### config.mk
export PLATFORM = sky130hd
export DESIGN_NAME = hex_word_entry_flat
export DESIGN_NICKNAME = d
export VERILOG_FILES = /design/src/rtl/hex_entry_pkg.sv /design/src/rtl/hex_word_entry_if.sv /design/src/rtl/key_debounce.sv /design/src/rtl/hex_word_entry.sv /design/src/flat_wrapper.sv
export SDC_FILE = /design/constraint.sdc
export NUM_CORES = 1
export LEC_CHECK = 0
export CORE_MARGIN = 2
export CORE_UTILIZATION = 40
export CTS_BUF_LIST = sky130_fd_sc_hd__clkbuf_2
export CTS_CLUSTER_SIZE = 30
export DETAILED_ROUTE_END_ITERATION = 8
export MAX_ROUTING_LAYER = met4
export SLEW_MARGIN = 5
export SYNTH_ARGS = -nofsm -noshare
export SYNTH_HDL_FRONTEND = slang
export SYNTH_HIERARCHICAL = 1
export SYNTH_SLANG_ARGS = --single-unit
### constraint.sdc
create_clock -name clk -period 4.85 [get_ports clk]
set_clock_uncertainty 0.05 [all_clocks]
set_input_delay 0.97 -clock clk [delete_from_list [all_inputs] [get_ports clk]]
set_output_delay 0.97 -clock clk [all_outputs]
set_load 0.03 [all_outputs]
### src/rtl/hex_entry_pkg.sv
// Shared types and constants for the hex word entry block.
// The word is four hex digits; the first digit only contributes two bits.
package hex_entry_pkg;

  typedef enum logic [1:0] {
    IDLE  = 2'd0,
    ENTRY = 2'd1,
    FULL  = 2'd2,
    OFFER = 2'd3
  } state_e;

  localparam int NUM_DIGITS = 4;
  localparam int DIGIT_W    = 4;
  localparam int WORD_BITS  = 14;
  localparam logic [DIGIT_W-1:0] TOP_DIGIT_MAX = 4'd3;

  // Shift a new digit in at the bottom; older digits move toward the MSBs.
  function automatic logic [WORD_BITS-1:0] append_digit(
    input logic [WORD_BITS-1:0] word,
    input logic [DIGIT_W-1:0]   digit
  );
    return {word[WORD_BITS-DIGIT_W-1:0], digit};
  endfunction

  // The very first digit lands in the 2-bit top position, so it must fit there.
  function automatic logic top_digit_reject(
    input logic [2:0]         count,
    input logic [DIGIT_W-1:0] digit
  );
    return (count == 3'd0) && (digit > TOP_DIGIT_MAX);
  endfunction

endpackage

### src/rtl/hex_word_entry_if.sv
// Valid/ready handshake carrying the committed 14-bit word to the datapath.
interface hex_word_entry_if;
  import hex_entry_pkg::*;

  logic [WORD_BITS-1:0] word_out;
  logic                 word_valid;
  logic                 word_ready;

  modport master (output word_out, output word_valid, input word_ready);
  modport slave  (input word_out, input word_valid, output word_ready);
endinterface

### src/rtl/key_debounce.sv
// Button conditioning: 2-flop synchronizer, stable-sample debounce counter,
// and a one-cycle pulse on the accepted press (1->0) transition.
module key_debounce #(
  parameter int DEBOUNCE_CYCLES = 16
) (
  input  logic clk,
  input  logic rst_n,
  input  logic key_n,
  output logic press
);

  localparam int CNT_W = $clog2(DEBOUNCE_CYCLES + 1);
  localparam logic [CNT_W-1:0] CNT_LAST = CNT_W'(DEBOUNCE_CYCLES - 1);

  logic             sync1_q;
  logic             sync_q;
  logic             level_q, level_d;
  logic [CNT_W-1:0] cnt_q, cnt_d;
  logic             press_q, press_d;

  // Synchronizer flops idle at the released level.
  always_ff @(posedge clk or negedge rst_n) begin
    if (!rst_n) begin
      sync1_q <= 1'b1;
      sync_q  <= 1'b1;
    end else begin
      sync1_q <= key_n;
      sync_q  <= sync1_q;
    end
  end

  // Count consecutive samples that disagree with the accepted level.
  always_comb begin
    level_d = level_q;
    cnt_d   = {CNT_W{1'b0}};
    press_d = 1'b0;
    if (sync_q != level_q) begin
      if (cnt_q == CNT_LAST) begin
        level_d = sync_q;
        cnt_d   = {CNT_W{1'b0}};
      end else begin
        cnt_d = cnt_q + {{(CNT_W-1){1'b0}}, 1'b1};
      end
    end else begin
      cnt_d = {CNT_W{1'b0}};
    end
    press_d = level_q & ~level_d;
  end

  // Debounce state and press pulse registers.
  always_ff @(posedge clk or negedge rst_n) begin
    if (!rst_n) begin
      level_q <= 1'b1;
      cnt_q   <= {CNT_W{1'b0}};
      press_q <= 1'b0;
    end else begin
      level_q <= level_d;
      cnt_q   <= cnt_d;
      press_q <= press_d;
    end
  end

  assign press = press_q;

endmodule

### src/rtl/hex_word_entry.sv
// Builds a 14-bit word one hex digit per ENTER press, then offers it over a
// valid/ready handshake; the partial word is exported for display echo.
module hex_word_entry
  import hex_entry_pkg::*;
#(
  parameter int DEBOUNCE_CYCLES = 16,
  parameter int WORD_W          = 14
) (
  input  logic                 clk,
  input  logic                 rst_n,
  input  logic [DIGIT_W-1:0]   digit_in,
  input  logic                 key_enter_n,
  input  logic                 key_clear_n,
  hex_word_entry_if.master     word_if,
  output logic [WORD_W-1:0]    entry_value,
  output logic [2:0]           digit_count,
  output logic                 entry_error
);

  logic        enter_p;
  logic        clear_p;
  logic        reject_s;
  state_e      state_q, state_d;
  logic [WORD_W-1:0] entry_q, entry_d;
  logic [WORD_W-1:0] word_q, word_d;
  logic [2:0]  count_q, count_d;
  logic        valid_q, valid_d;
  logic        err_q, err_d;

  key_debounce #(.DEBOUNCE_CYCLES(DEBOUNCE_CYCLES)) u_enter (
    .clk   (clk),
    .rst_n (rst_n),
    .key_n (key_enter_n),
    .press (enter_p)
  );

  key_debounce #(.DEBOUNCE_CYCLES(DEBOUNCE_CYCLES)) u_clear (
    .clk   (clk),
    .rst_n (rst_n),
    .key_n (key_clear_n),
    .press (clear_p)
  );

  assign reject_s = top_digit_reject(count_q, digit_in);

  // State register.
  always_ff @(posedge clk or negedge rst_n) begin
    if (!rst_n) begin
      state_q <= IDLE;
    end else begin
      state_q <= state_d;
    end
  end

  // Next-state logic; CLEAR takes priority over a same-cycle ENTER.
  always_comb begin
    state_d = state_q;
    case (state_q)
      IDLE, ENTRY: begin
        if (clear_p) begin
          state_d = IDLE;
        end else if (enter_p && !reject_s) begin
          state_d = (count_q == 3'(NUM_DIGITS - 1)) ? FULL : ENTRY;
        end else begin
          state_d = state_q;
        end
      end
      FULL: begin
        if (clear_p) begin
          state_d = IDLE;
        end else if (enter_p) begin
          state_d = OFFER;
        end else begin
          state_d = FULL;
        end
      end
      OFFER: begin
        if (word_if.word_ready) begin
          state_d = IDLE;
        end else begin
          state_d = OFFER;
        end
      end
      default: state_d = IDLE;
    endcase
  end

  // Output/datapath logic for the entry word, commit register and error pulse.
  always_comb begin
    entry_d = entry_q;
    count_d = count_q;
    word_d  = word_q;
    valid_d = valid_q;
    err_d   = 1'b0;
    case (state_q)
      IDLE, ENTRY: begin
        if (clear_p) begin
          entry_d = {WORD_W{1'b0}};
          count_d = 3'd0;
        end else if (enter_p) begin
          if (reject_s) begin
            err_d = 1'b1;
          end else begin
            entry_d = append_digit(entry_q, digit_in);
            count_d = count_q + 3'd1;
          end
        end else begin
          err_d = 1'b0;
        end
      end
      FULL: begin
        if (clear_p) begin
          entry_d = {WORD_W{1'b0}};
          count_d = 3'd0;
        end else if (enter_p) begin
          word_d  = entry_q;
          valid_d = 1'b1;
          entry_d = {WORD_W{1'b0}};
          count_d = 3'd0;
        end else begin
          err_d = 1'b0;
        end
      end
      OFFER: begin
        // word_out is left untouched after the transfer so the last word stays visible.
        valid_d = ~word_if.word_ready;
        err_d   = enter_p | clear_p;
      end
      default: begin
        entry_d = {WORD_W{1'b0}};
        count_d = 3'd0;
        valid_d = 1'b0;
      end
    endcase
  end

  // Datapath and output registers.
  always_ff @(posedge clk or negedge rst_n) begin
    if (!rst_n) begin
      entry_q <= {WORD_W{1'b0}};
      count_q <= 3'd0;
      word_q  <= {WORD_W{1'b0}};
      valid_q <= 1'b0;
      err_q   <= 1'b0;
    end else begin
      entry_q <= entry_d;
      count_q <= count_d;
      word_q  <= word_d;
      valid_q <= valid_d;
      err_q   <= err_d;
    end
  end

  assign word_if.word_out   = word_q;
  assign word_if.word_valid = valid_q;
  assign entry_value        = entry_q;
  assign digit_count        = count_q;
  assign entry_error        = err_q;

endmodule
### src/flat_wrapper.sv
// flat-port wrapper written by rule: the top's interface ports become plain ports
module hex_word_entry_flat import hex_entry_pkg::*;
#(
  parameter int DEBOUNCE_CYCLES = 16,
  parameter int WORD_W          = 14
)
  (clk, rst_n, digit_in, key_enter_n, key_clear_n, entry_value, digit_count, entry_error, word_if_word_out, word_if_word_valid, word_if_word_ready);
  hex_word_entry_if word_if_i ();
  input  logic clk;
  input  logic rst_n;
  input  logic [DIGIT_W-1:0] digit_in;
  input  logic key_enter_n;
  input  logic key_clear_n;
  output logic [WORD_W-1:0] entry_value;
  output logic [2:0] digit_count;
  output logic entry_error;
  output wire logic [$bits(word_if_i.word_out)-1:0] word_if_word_out;
  output wire logic [$bits(word_if_i.word_valid)-1:0] word_if_word_valid;
  input wire logic [$bits(word_if_i.word_ready)-1:0] word_if_word_ready;
  assign word_if_word_out = word_if_i.word_out;
  assign word_if_word_valid = word_if_i.word_valid;
  assign word_if_i.word_ready = word_if_word_ready;
  hex_word_entry #(.DEBOUNCE_CYCLES(DEBOUNCE_CYCLES), .WORD_W(WORD_W)) u_core (.clk(clk), .rst_n(rst_n), .digit_in(digit_in), .key_enter_n(key_enter_n), .key_clear_n(key_clear_n), .word_if(word_if_i), .entry_value(entry_value), .digit_count(digit_count), .entry_error(entry_error));
endmodule
* Word-level counts from Yosys, hierarchy flattened
Cells that the tools add are included.
** Operators by class
- Equality and inequality tests :: 14
- $lt $le $gt $ge :: 1
- Add/subtract/negate cells :: 3
- Mux-type cells :: 34
- Reduce and logical (&&, ||, !) cells :: 11
- Bitwise logic cells :: 7
** Operator list (number)
- $mux W14 :: 5
- $pmux W14 S2 :: 1
- $mux W5 :: 4
- $mux W3 :: 5
- $add A5 B1 Y5 const B :: 2
- $eq A5 B4 Y1 const B :: 2
- $mux W1 :: 10
- $mux W2 :: 5
- $ne A3 B3 Y1 const B :: 3
- $pmux W2 S3 :: 1
- $pmux W3 S2 :: 1
- $reduce_and A3 Y1 :: 2
- $eq A2 B2 Y1 const B :: 2
- $gt A4 B2 Y1 const B :: 1
- $ne A2 B2 Y1 const B :: 2
- $not A1 Y1 :: 4
- $reduce_and A4 Y1 :: 1
- $reduce_bool A2 Y1 :: 2
- $add A3 B1 Y3 const B :: 1
- $eq A3 B2 Y1 const B :: 1
- $logic_not A3 Y1 :: 1
- $ne A3 B2 Y1 const B :: 1
- $pmux W1 S3 :: 1
- $and A1 B1 Y1 :: 2
- other kinds (8) :: 10
** Word-level totals
- Output and inout port bits :: 33
- Bits in registers :: 53
- Logic and storage cells :: 86

* Longest topological paths before layout
Gate-level depths: netlist (run 1).
- Word-level depth :: 7
- Gate-level depth with buffers :: 7
- Gate-level depth less buffers :: 5

* Hierarchy
Netlist (run 1), hierarchy kept.
** By module, submodules not included
- hex_word_entry :: sequential area each 875.8 um^2, instances 1, area each 1651.6 um^2, cells each 119
- key_debounce :: sequential area each 229.0 um^2, instances 2, area each 339.1 um^2, cells each 25

* Worst setup path before layout (run 1)
No wires, ideal clock.
- Path kind :: register to register
- Start point :: reg u_core.count_q[0] (netlist: u_core/digit_count[0])
- End point :: reg u_core.count_q[0] (netlist: u_core/digit_count[0])
- Required time :: 4675 ps
- Cell stages (with the launch flop) :: 8
- Arrival time :: 1982 ps
- Setup time :: 125 ps
- Path buffers :: 2
- Path slack :: 2693 ps
- Clock period less this slack :: 2157 ps
- Path through :: dfrtp_1 -> inv_1 -> ha_1 -> or4b_4 -> o221a_1 -> buf_6 -> buf_12 -> mux2_4
** Between the ends
- Word-level cells in the longest chain between the ends :: 5
- Elaborated cells between the ends (all ways) :: 9
** RTL lines
- start, declared :: line hex_word_entry.sv:26 : logic [2:0] count_q, count_d;
- start signal, assigned :: line hex_word_entry.sv:147 : count_q <= count_d;
- $add A3 B1 Y3 :: line hex_word_entry.sv:105 : count_d = count_q + 3'd1;
- $mux W3 :: line hex_word_entry.sv:101 : if (reject_s) begin
- $mux W3 :: line hex_word_entry.sv:100 : end else if (enter_p) begin
- $mux W3 :: line hex_word_entry.sv:97 : if (clear_p) begin
- $pmux W3 S2 :: line hex_word_entry.sv:95 : case (state_q)
Parallel ways exist; a longest one is shown, timed or not. The select of a mux whose other input is x is not followed.
A chain may end at the register's enable or synchronous reset.

* Final worst setup path (run 1)
- Start point :: reg u_core.u_clear.press_q (netlist: u_core/u_clear/press)
- End point :: reg u_core.entry_q[7] (netlist: u_core/entry_value[7])
** Between the ends
- Word-level cells in the longest chain between the ends :: 2
- Elaborated cells between the ends (all ways) :: 7
** RTL lines
- start, declared :: line key_debounce.sv:19 : logic press_q, press_d;
- start signal, assigned :: line key_debounce.sv:59 : press_q <= press_d;
- $ne A3 B3 Y1 (no line), or another cell as far along
- $reduce_and A4 Y1 (no line) / $pmux W14 S2 (equally long branches)
- end signal, assigned :: line hex_word_entry.sv:140 : entry_q <= {WORD_W{1'b0}};
- end signal, assigned :: line hex_word_entry.sv:146 : entry_q <= entry_d;
- end, declared :: line hex_word_entry.sv:24 : logic [WORD_W-1:0] entry_q, entry_d;
Parallel ways exist; a longest one is shown, timed or not.

==> results of run 1 <==
-- metrics by stage --
stage               setup WS (ns)  total power [uW]  hold WS [ns]  std cells
global placement             1.84               487         0.298        275
global route                 2.08               680         0.323        283
CTS                          2.19               659         0.305        283
floorplan                    2.69               470         0.295        169
detailed placement           1.79               490         0.297        275
finish                       2.23               647         0.312        283
-- state kept, by name, indices dropped and copies added (netlist names) --
signal	cells
u_core/u_clear/cnt_q	5
u_core/word_if.word_valid	1
u_core/u_clear/press	1
u_core/u_clear/level_q	1
u_core/entry_value	14
u_core/u_clear/sync1_q	1
u_core/u_clear/sync_q	1
u_core/u_enter/sync_q	1
u_core/digit_count	3
u_core/u_enter/cnt_q	5
u_core/u_enter/level_q	1
u_core/word_if.word_out	14
u_core/state_q	2
u_core/entry_error	1
u_core/u_enter/sync1_q	1
u_core/u_enter/press	1
-- where the power goes --
group	switching, uW	leakage [uW]	internal (uW)
Combinational	15.6	0.000554	11.3
Sequential	4.40	0.000714	450
Clock	127	0.0000306	38.6
Total	147	0.00130	500
-- worst paths after layout --
| check | start | endpoint | cells past startpoint |
|---|---|---|---|
| max | u_core/u_clear/press | u_core/entry_value[7] | 3 |
| min | u_core/u_enter/sync1_q | u_core/u_enter/sync_q | 0 |
| max reg2reg | u_core/u_clear/press | u_core/entry_value[7] | 3 |
| min reg2reg | u_core/u_enter/sync1_q | u_core/u_enter/sync_q | 0 |
| max in group asynchronous | rst_n | u_core/entry_value[11] | 2 |
| min in group asynchronous | rst_n | u_core/u_enter/cnt_q[2] | 2 |
-- cells in the mapped netlist, types with 2 or more instances --
library cell and instances:
ha_1 5, o21ai_1 2, o32ai_1 2, and2_1 2
nor3_1 3, nor4b_1 2, nor2_1 10, buf_2 2
nand3_2 2, dfstp_2 6, and3_1 2, mux2_4 10
buf_6 2, nor3b_1 15, mux2_2 24, clkbuf_1 3
nor2b_1 3, inv_1 7, nand3_1 3, dfrtp_1 47
xor2_1 6
-- critical path: cells and delay by family, from the launching register on --
family | cells | cell delay [ns]
AOI/OAI and AO/OA | 1 | 0.84
DFF | 1 | 0.94
muxes | 1 | 0.42
and+or+nand+nor | 1 | 0.29
-- kinds of logic (layout without fill, tap and decap cells) --
kind of cell / Yosys count / count (layout) / share of synthesized area (%)
xor+xnor: 6 / 6 / 2.26
fa+ha+maj: 5 / 5 / 2.69
mux: 34 / 34 / 18.0
flops: 53 / 53 / 57.3
buf+inv: 16 / 58 / 4.03
simple gates: 45 / 45 / 12.4
compound gates: 10 / 10 / 3.33
-- cell usage in the layout (no fill, tap or decap), drive strengths merged --
cell type and count:
dfrtp 47, nor4bb 1, clkbuf 7, a311o 1
nor2 10, nor4b 2, o21a 1, buf 3
a21oi 1, o21ai 2, mux2 34, or4b 1
clkinv 1, dfstp 6, o221a 1, clkdlybuf4s50 40
nor3 3, ha 5, xor2 6, o22a 1
nor3b 15, o21bai 1, nor2b 3, and2 2
and3 2, inv 7, o32ai 2, nand3 5
nand2 1
-- area by class of cell --
cell class,count,share of cell area [%]
clock buffer,7,1.24
clock inverter,1,0.133
inverter,7,0.930
multi-input combinational,100,32.4
sequential,53,47.2
tap,72,3.19
timing repair buffer,43,14.9
-- layer usage --
metal	GRT usage [%]	wire length, um
met1	20.2	2000
met2	24.5	2140
met3	3.93	162
met4	5.59	80
met5	-	0
==> impl_metrics.json, run 1 <==
{
  "yosys_warnings": 6,
  "finalCritPeriodShare_pct": 54.1,
  "ys_ff_latch": 53,
  "crit_fanout": 25,
  "worst_slew_pin_slew_ns": 1.12,
  "cpMaxStageDelayCell": "dfrtp_1",
  "fin_util_pct": 50.7,
  "cts_buffers": 5,
  "synthTopCellsByArea": "dfrtp_1 (50%), mux2_2 (12%), dfstp_2 (6.8%), mux2_4 (6.4%), nor3b_1 (4.8%)",
  "finalSetupTns_ns": 0,
  "cp-start-kind": "flop",
  "areaGrowthSynthToFinish_pct": 21.3,
  "ant_nets": 0,
  "vias_per_cell": 5.00,
  "irDropWorstVdd_mv": 0.133,
  "avgSynthCellArea_um2": 13.8,
  "place.gp.congestion": 0.697,
  "port_buffers": 41,
  "postSynth.asyncResetShare_pct": 100,
  "num_vias": 1414,
  "cts_buffer_depth": 2,
  "hpwl_um": 3050,
  "cts.sinks": 53,
  "yosys.area.top_type": "dfrtp_1",
  "fp.dieArea_um2": 6450,
  "final-setup-viol-count": 0,
  "max_stage_delay_ns": 0.94,
  "num_io_pins": 42,
  "min_period_ns": 2.62,
  "start_util_pct": 41.8,
  "htreeDepth": 2,
  "syn_inst": 169,
  "power.density_nw_per_um2": 229,
  "hp-class": "reg2reg",
  "worstPathRequired_ns": 5.13,
  "drive_gt1_share_pct": 25.6,
  "cts_setup_buffers": 0,
  "postCtsHoldBufs": 0,
  "insertion_delay_ns": 0.42,
  "wire_per_inst_um": 15.5,
  "yosys_most_used_dff": "dfrtp_1",
  "synth_cell_type_count": 32,
  "core_area_um2": 5570,
  "slew_violations": 0,
  "r2r_slack_ns": 2.23,
  "syn-num-nets": 183,
  "grt_antenna_before_repair": 0,
  "crit_arrival_ns": 2.91,
  "clockRootBuffer": "clkbuf_2",
  "cts_tree": "done",
  "clkTransAtPathRegs_ns": 0.24,
  "placed_area_um2": 2790,
  "regArea_um2": 1330,
  "crit_chain": "or4b_4 > o221a_1 > mux2_2",
  "first_global_vias": 1489,
  "multi_input_area_um2": 917,
  "grt_use_total_pct": 15.8,
  "drc_errors": 0,
  "final_area_um2": 2830,
  "drtPass1Iterations": 4,
  "drtIter0Drc": 132,
  "diodes": 0,
  "relSlewSlack_pct": 25.2,
  "hold_viol_final": 0,
  "cts_resized": 0,
  "wl_um": 4380,
  "fp.dieW_um": 80.3,
  "critPathCaptureType": "flop",
  "rsz0062_at_grt": "no",
  "overflow": 0,
  "yosysSeqAreaShare_pct": 57.3,
  "yosysTopAreaCellShare_pct": 50.5,
  "synth-edff-count": 0,
  "fmaxAchievable_mhz": 381,
  "fill_cells": 516,
  "grt_max_degree": 54,
  "worst-setup-path-type": "reg2reg",
  "rows": 27,
  "power.leakage_uw": 0.00130,
  "die_h_um": 80.3,
  "outcome": "finished, final reports clean",
  "grt_pass1_wl_um": 7540,
  "maxCapViolCount": 0,
  "syn_area_um2": 2330,
  "nets": 224
}
Power figures use the tool's default switching activity.
==> inputs of run 2 (changes only) <==
==> constraint.sdc (replaced) <==
create_clock -name clk -period 2.7 [get_ports clk]
set_clock_uncertainty 0.05 [all_clocks]
set_input_delay 0.54 -clock clk [delete_from_list [all_inputs] [get_ports clk]]
set_output_delay 0.54 -clock clk [all_outputs]
set_load 0.03 [all_outputs]
==> run 2 against run 1 <==
Sequential cell count is the same; setup slack lost 1.7 ns; combinational power grew 88%; die area is the same; first-iteration DRC count is 26% lower; via count increased by 1.8%; clock power grew 83%; routed wire length increased by 1.7%; largest power group unchanged; highest routed layer unchanged.
==> impl_metrics.json, run 2 (synthesis results as in run 1) <==
{
  "grt_antenna_before_repair": 0,
  "areaGrowthSynthToFinish_pct": 23.3,
  "relSlewSlack_pct": 75.5,
  "dp_cells": 278,
  "clkTransAtPathRegs_ns": 0.24,
  "first_global_vias": 1499,
  "ant_nets": 0,
  "fp.dieArea_um2": 6450,
  "cpMaxStageDelayCell": "clkdlybuf4s50_1",
  "drive_gt1_share_pct": 27.0,
  "hold_viol_final": 0,
  "cts_resized": 0,
  "cp-start-kind": "flop",
  "nets": 228,
  "wire_per_inst_um": 15.5,
  "vias_per_cell": 5.02,
  "crit_chain": "clkdlybuf4s50_1",
  "finalCritPeriodShare_pct": 81.0,
  "port_buffers": 41,
  "min_period_ns": 2.19,
  "drc_errors": 0,
  "grt_use_total_pct": 15.6,
  "htreeDepth": 2,
  "overflow": 0,
  "cts_tree": "done",
  "cts_buffer_depth": 2,
  "worstPathRequired_ns": 2.11,
  "final_cell_mix": "dfrtp_1 (47), clkdlybuf4s50_1 (40), mux2_2 (24)",
  "rsz0062_at_grt": "no",
  "clockRootBuffer": "clkbuf_2",
  "outcome": "finished, final reports clean",
  "num_vias": 1440,
  "max_stage_delay_ns": 0.71,
  "slew_violations": 0,
  "irDropWorstVdd_mv": 0.180,
  "cts.sinks": 53,
  "grt_pass1_wl_um": 7540,
  "power.leakage_uw": 0.00133,
  "hpwl_um": 3090,
  "finalSetupTns_ns": 0,
  "num_io_pins": 42,
  "crit_fanout": 5,
  "grt_max_degree": 54,
  "hp-class": "reg2reg",
  "fmaxAchievable_mhz": 457,
  "worst-setup-path-type": "reg2out",
  "core_area_um2": 5570,
  "wl_um": 4450,
  "insertion_delay_ns": 0.41,
  "worst_slew_pin_slew_ns": 0.367,
  "die_h_um": 80.3,
  "power.density_nw_per_um2": 408,
  "drtPass1Iterations": 4,
  "place.gp.congestion": 0.702,
  "cts_buffers": 5,
  "postCtsHoldBufs": 0,
  "fp.dieW_um": 80.3,
  "maxCapViolCount": 0,
  "path_buf_inv": 1,
  "final-setup-viol-count": 0,
  "drtIter0Drc": 98,
  "rows": 27,
  "diodes": 0,
  "start_util_pct": 41.8,
  "critPathCaptureType": "output pin",
  "cts_setup_buffers": 0,
  "instances_no_fill": 287,
  "crit_family": "buffers and inverters",
  "crit_arrival_ns": 1.60,
  "final_common_cell": "dfrtp_1"
}
[run 2: per-layer routing]
layer | GRT usage [%] | wire [um]
met5 | - | 0
met4 | 4.07 | 30
met3 | 4.16 | 189
met2 | 25.4 | 2220
met1 | 19.4 | 2020
[run 2: worst paths after layout]
kind / start / endpoint / slack (ns) / depth (start not counted)
hold / removal: u_core/u_enter/sync1_q / u_core/u_enter/sync_q / 0.31 / 0
setup reg to reg: u_core/digit_count[0] / u_core/entry_value[11] / 0.63 / 6
setup / recovery: u_core/digit_count[0] / digit_count[0] / 0.51 / 1
min in group asynchronous: rst_n / u_core/u_enter/cnt_q[4] / 0.55 / 3
max in group asynchronous: rst_n / u_core/u_clear/sync_q / 1.75 / 3
hold reg to reg: u_core/u_enter/sync1_q / u_core/u_enter/sync_q / 0.31 / 0
[run 2: where the power goes]
part	internal, uW	switching [uW]	leakage, uW	total [uW]
logic	22.9	27.8	0.000579	50.7
registers	808	8.41	0.000714	817
clock network	76.2	228	0.0000332	304
total	907	264	0.00133	1170
[run 2: metrics by stage]
stage	hold WS, ns	power, uW	instance area [um^2]	util (%)	setup slack [ns]
final	0.313	1170	2870	51.5	0.513
after global routing	0.331	1240	2870	51.5	0.382
after CTS	0.0100	1190	2860	51.4	0.479
after detailed placement	0.299	881	2820	50.6	0.498
after global placement	0.297	877	2820	50.6	0.546
after floorplan	0.194	845	2330	-	0.543
[run 2: cell type report]
type | instances | area, um^2
clock buffers | 8 | 40.0
fillers | 503 | 2700
multi-input cells | 100 | 917
well taps | 72 | 90.1
inverters | 7 | 26.3
flip-flops and latches | 53 | 1330
repair buffers | 47 | 465
==> inputs of run 3 (changes only) <==
==> constraint.sdc (replaced) <==
create_clock -name clk -period 2.14 [get_ports clk]
set_clock_uncertainty 0.05 [all_clocks]
set_input_delay 0.428 -clock clk [delete_from_list [all_inputs] [get_ports clk]]
set_output_delay 0.428 -clock clk [all_outputs]
set_load 0.03 [all_outputs]
==> run 3 against run 2 <==
Power grew 37%; sequential cell count is the same; critical path depth is the same; core utilization grew 1.8 points.
==> impl_metrics.json, run 3 (synthesis results as in run 1) <==
{
  "outcome": "finished, final reports clean",
  "irDropWorstVdd_mv": 0.315,
  "hpwl_um": 3080,
  "clockRootBuffer": "clkbuf_2",
  "hold_slack_ns": 0.310,
  "power.leakage_uw": 0.00159,
  "dpl_worst_slack_ns": 0.120,
  "drtIter0Drc": 59,
  "core_area_um2": 5570,
  "pwr-share-clk_pct": 31.6,
  "rows": 27,
  "cts_tree": "done",
  "port_buffers": 41,
  "drc_errors": 0,
  "diodes": 0,
  "max_stage_delay_ns": 0.69,
  "p_int_uw": 1250,
  "final_cell_mix": "dfrtp_1 (46), clkdlybuf4s50_1 (27), mux2_2 (24)",
  "first_global_vias": 1560,
  "dp_cells": 282,
  "num_vias": 1470,
  "fp.dieArea_um2": 6450,
  "fmaxAchievable_mhz": 488,
  "num_io_pins": 42,
  "power_switching_uw": 351,
  "finalSetupTns_ns": 0,
  "maxCapViolCount": 0,
  "power.share.sequential_pct": 64.3,
  "wire_per_inst_um": 15.2,
  "start_util_pct": 41.8,
  "crit_family": "buffers and inverters",
  "crit_fanout": 4,
  "p_sw_share_pct": 22.0,
  "relSlewSlack_pct": 68.6,
  "power.density_nw_per_um2": 539,
  "grt_use_total_pct": 15.7,
  "worstPathRequired_ns": 1.66,
  "grt_antenna_before_repair": 0,
  "nets": 232,
  "cpMaxStageDelayCell": "clkdlybuf4s50_1",
  "final_common_cell": "dfrtp_1",
  "cts.sinks": 53,
  "wl_um": 4420,
  "place.gp.congestion": 0.719,
  "die_h_um": 80.3,
  "rsz0062_at_grt": "no",
  "instances_no_fill": 291,
  "overflow": 0,
  "finalCritPeriodShare_pct": 95.7,
  "crit_arrival_ns": 1.57,
  "fin_ws_ns": 0.0920,
  "worst_slew_pin_slew_ns": 0.470,
  "worst-setup-path-type": "reg2out",
  "path_buf_inv": 1,
  "min_period_ns": 2.05,
  "critPathCaptureType": "output pin",
  "htreeDepth": 2,
  "fp.dieW_um": 80.3,
  "cts_buffers": 5,
  "p_comb_share_pct": 4.1,
  "crit_chain": "clkdlybuf4s50_1",
  "drive_gt1_share_pct": 28.8,
  "drtPass1Iterations": 4,
  "clkTransAtPathRegs_ns": 0.24,
  "cts_setup_buffers": 0,
  "vias_per_cell": 5.05,
  "grt_pass1_wl_um": 7580,
  "cp-start-kind": "flop",
  "fill_cells": 475,
  "hold_viol_final": 0,
  "hp-class": "in2reg",
  "cts_buffer_depth": 2,
  "areaGrowthSynthToFinish_pct": 27.5,
  "insertion_delay_ns": 0.44,
  "slew_violations": 0,
  "grt_max_degree": 35,
  "final-setup-viol-count": 0,
  "ant_nets": 0
}
## run 3: cell types whose count changed in the layout (fill, tap and decap cells not counted), sizes merged
cell,change
buf,+4
bufinv,+1
dlygate4sd2,+1
dlymetal6s2s,+12
clkbuf,-2
clkinv,+1
clkdlybuf4s50,-13
## run 3: cell type report
type / instances / area [um^2] / area share (%)
flip-flops and latches: 53 / 1340 / 44.9
multi-input cells: 100 / 917 / 30.9
repair buffers: 51 / 537 / 18.1
inverters: 7 / 26.3 / 0.885
clock inverters: 2 / 35.0 / 1.18
clock buffers: 6 / 30.0 / 1.01
well taps: 72 / 90.1 / 3.03
## run 3: path summary, 6_finish.rpt
path,start,depth (start not counted),slack (ns),to
max in group asynchronous,rst_n,3,1.10,u_core/entry_value[7]
min in group asynchronous,rst_n,2,0.40,u_core/u_enter/press
max reg2reg,u_core/digit_count[0],6,0.09,u_core/entry_value[10]
min,key_clear_n,1,0.31,u_core/u_clear/sync1_q
max,u_core/digit_count[2],1,0.09,digit_count[2]
min reg2reg,u_core/u_enter/sync1_q,0,0.32,u_core/u_enter/sync_q
## run 3: through the flow
stage	instance area, um^2	util, %	power (uW)
floorplan	2330	-	1070
global placement	2870	51.4	1110
detailed placement	2870	51.4	1110
CTS	2940	52.7	1620
global route	2970	53.3	1690
finish	2970	53.3	1600
## run 3: metal layers
metal  routed length, um  GRT usage, %  vias to the layer above
met1                2050          20.4                      749
met4                  57          4.58                        0
met5                   0             -                        -
li1                    -             -                      687
met3                 185          4.16                        5
met2                2120          24.3                       29
## run 3: timing repair
item,4_1_cts,5_1_grt
gates resized for setup,1,12
hold buffers,1,0
pin swaps,0,0
setup endpoints to repair,1,12
endpoints found under the hold margin,13,0
## run 3: power groups by stage
| stage | logic [uW] | clock network (uW) | registers (uW) |
|---|---|---|---|
| floorplan | 21.6 | 0 | 1040 |
| global placement | 62.6 | 0 | 1040 |
| detailed placement | 66.1 | 0 | 1050 |
| CTS | 68.2 | 525 | 1030 |
| global route | 74.9 | 577 | 1030 |
| finish | 65.5 | 506 | 1030 |
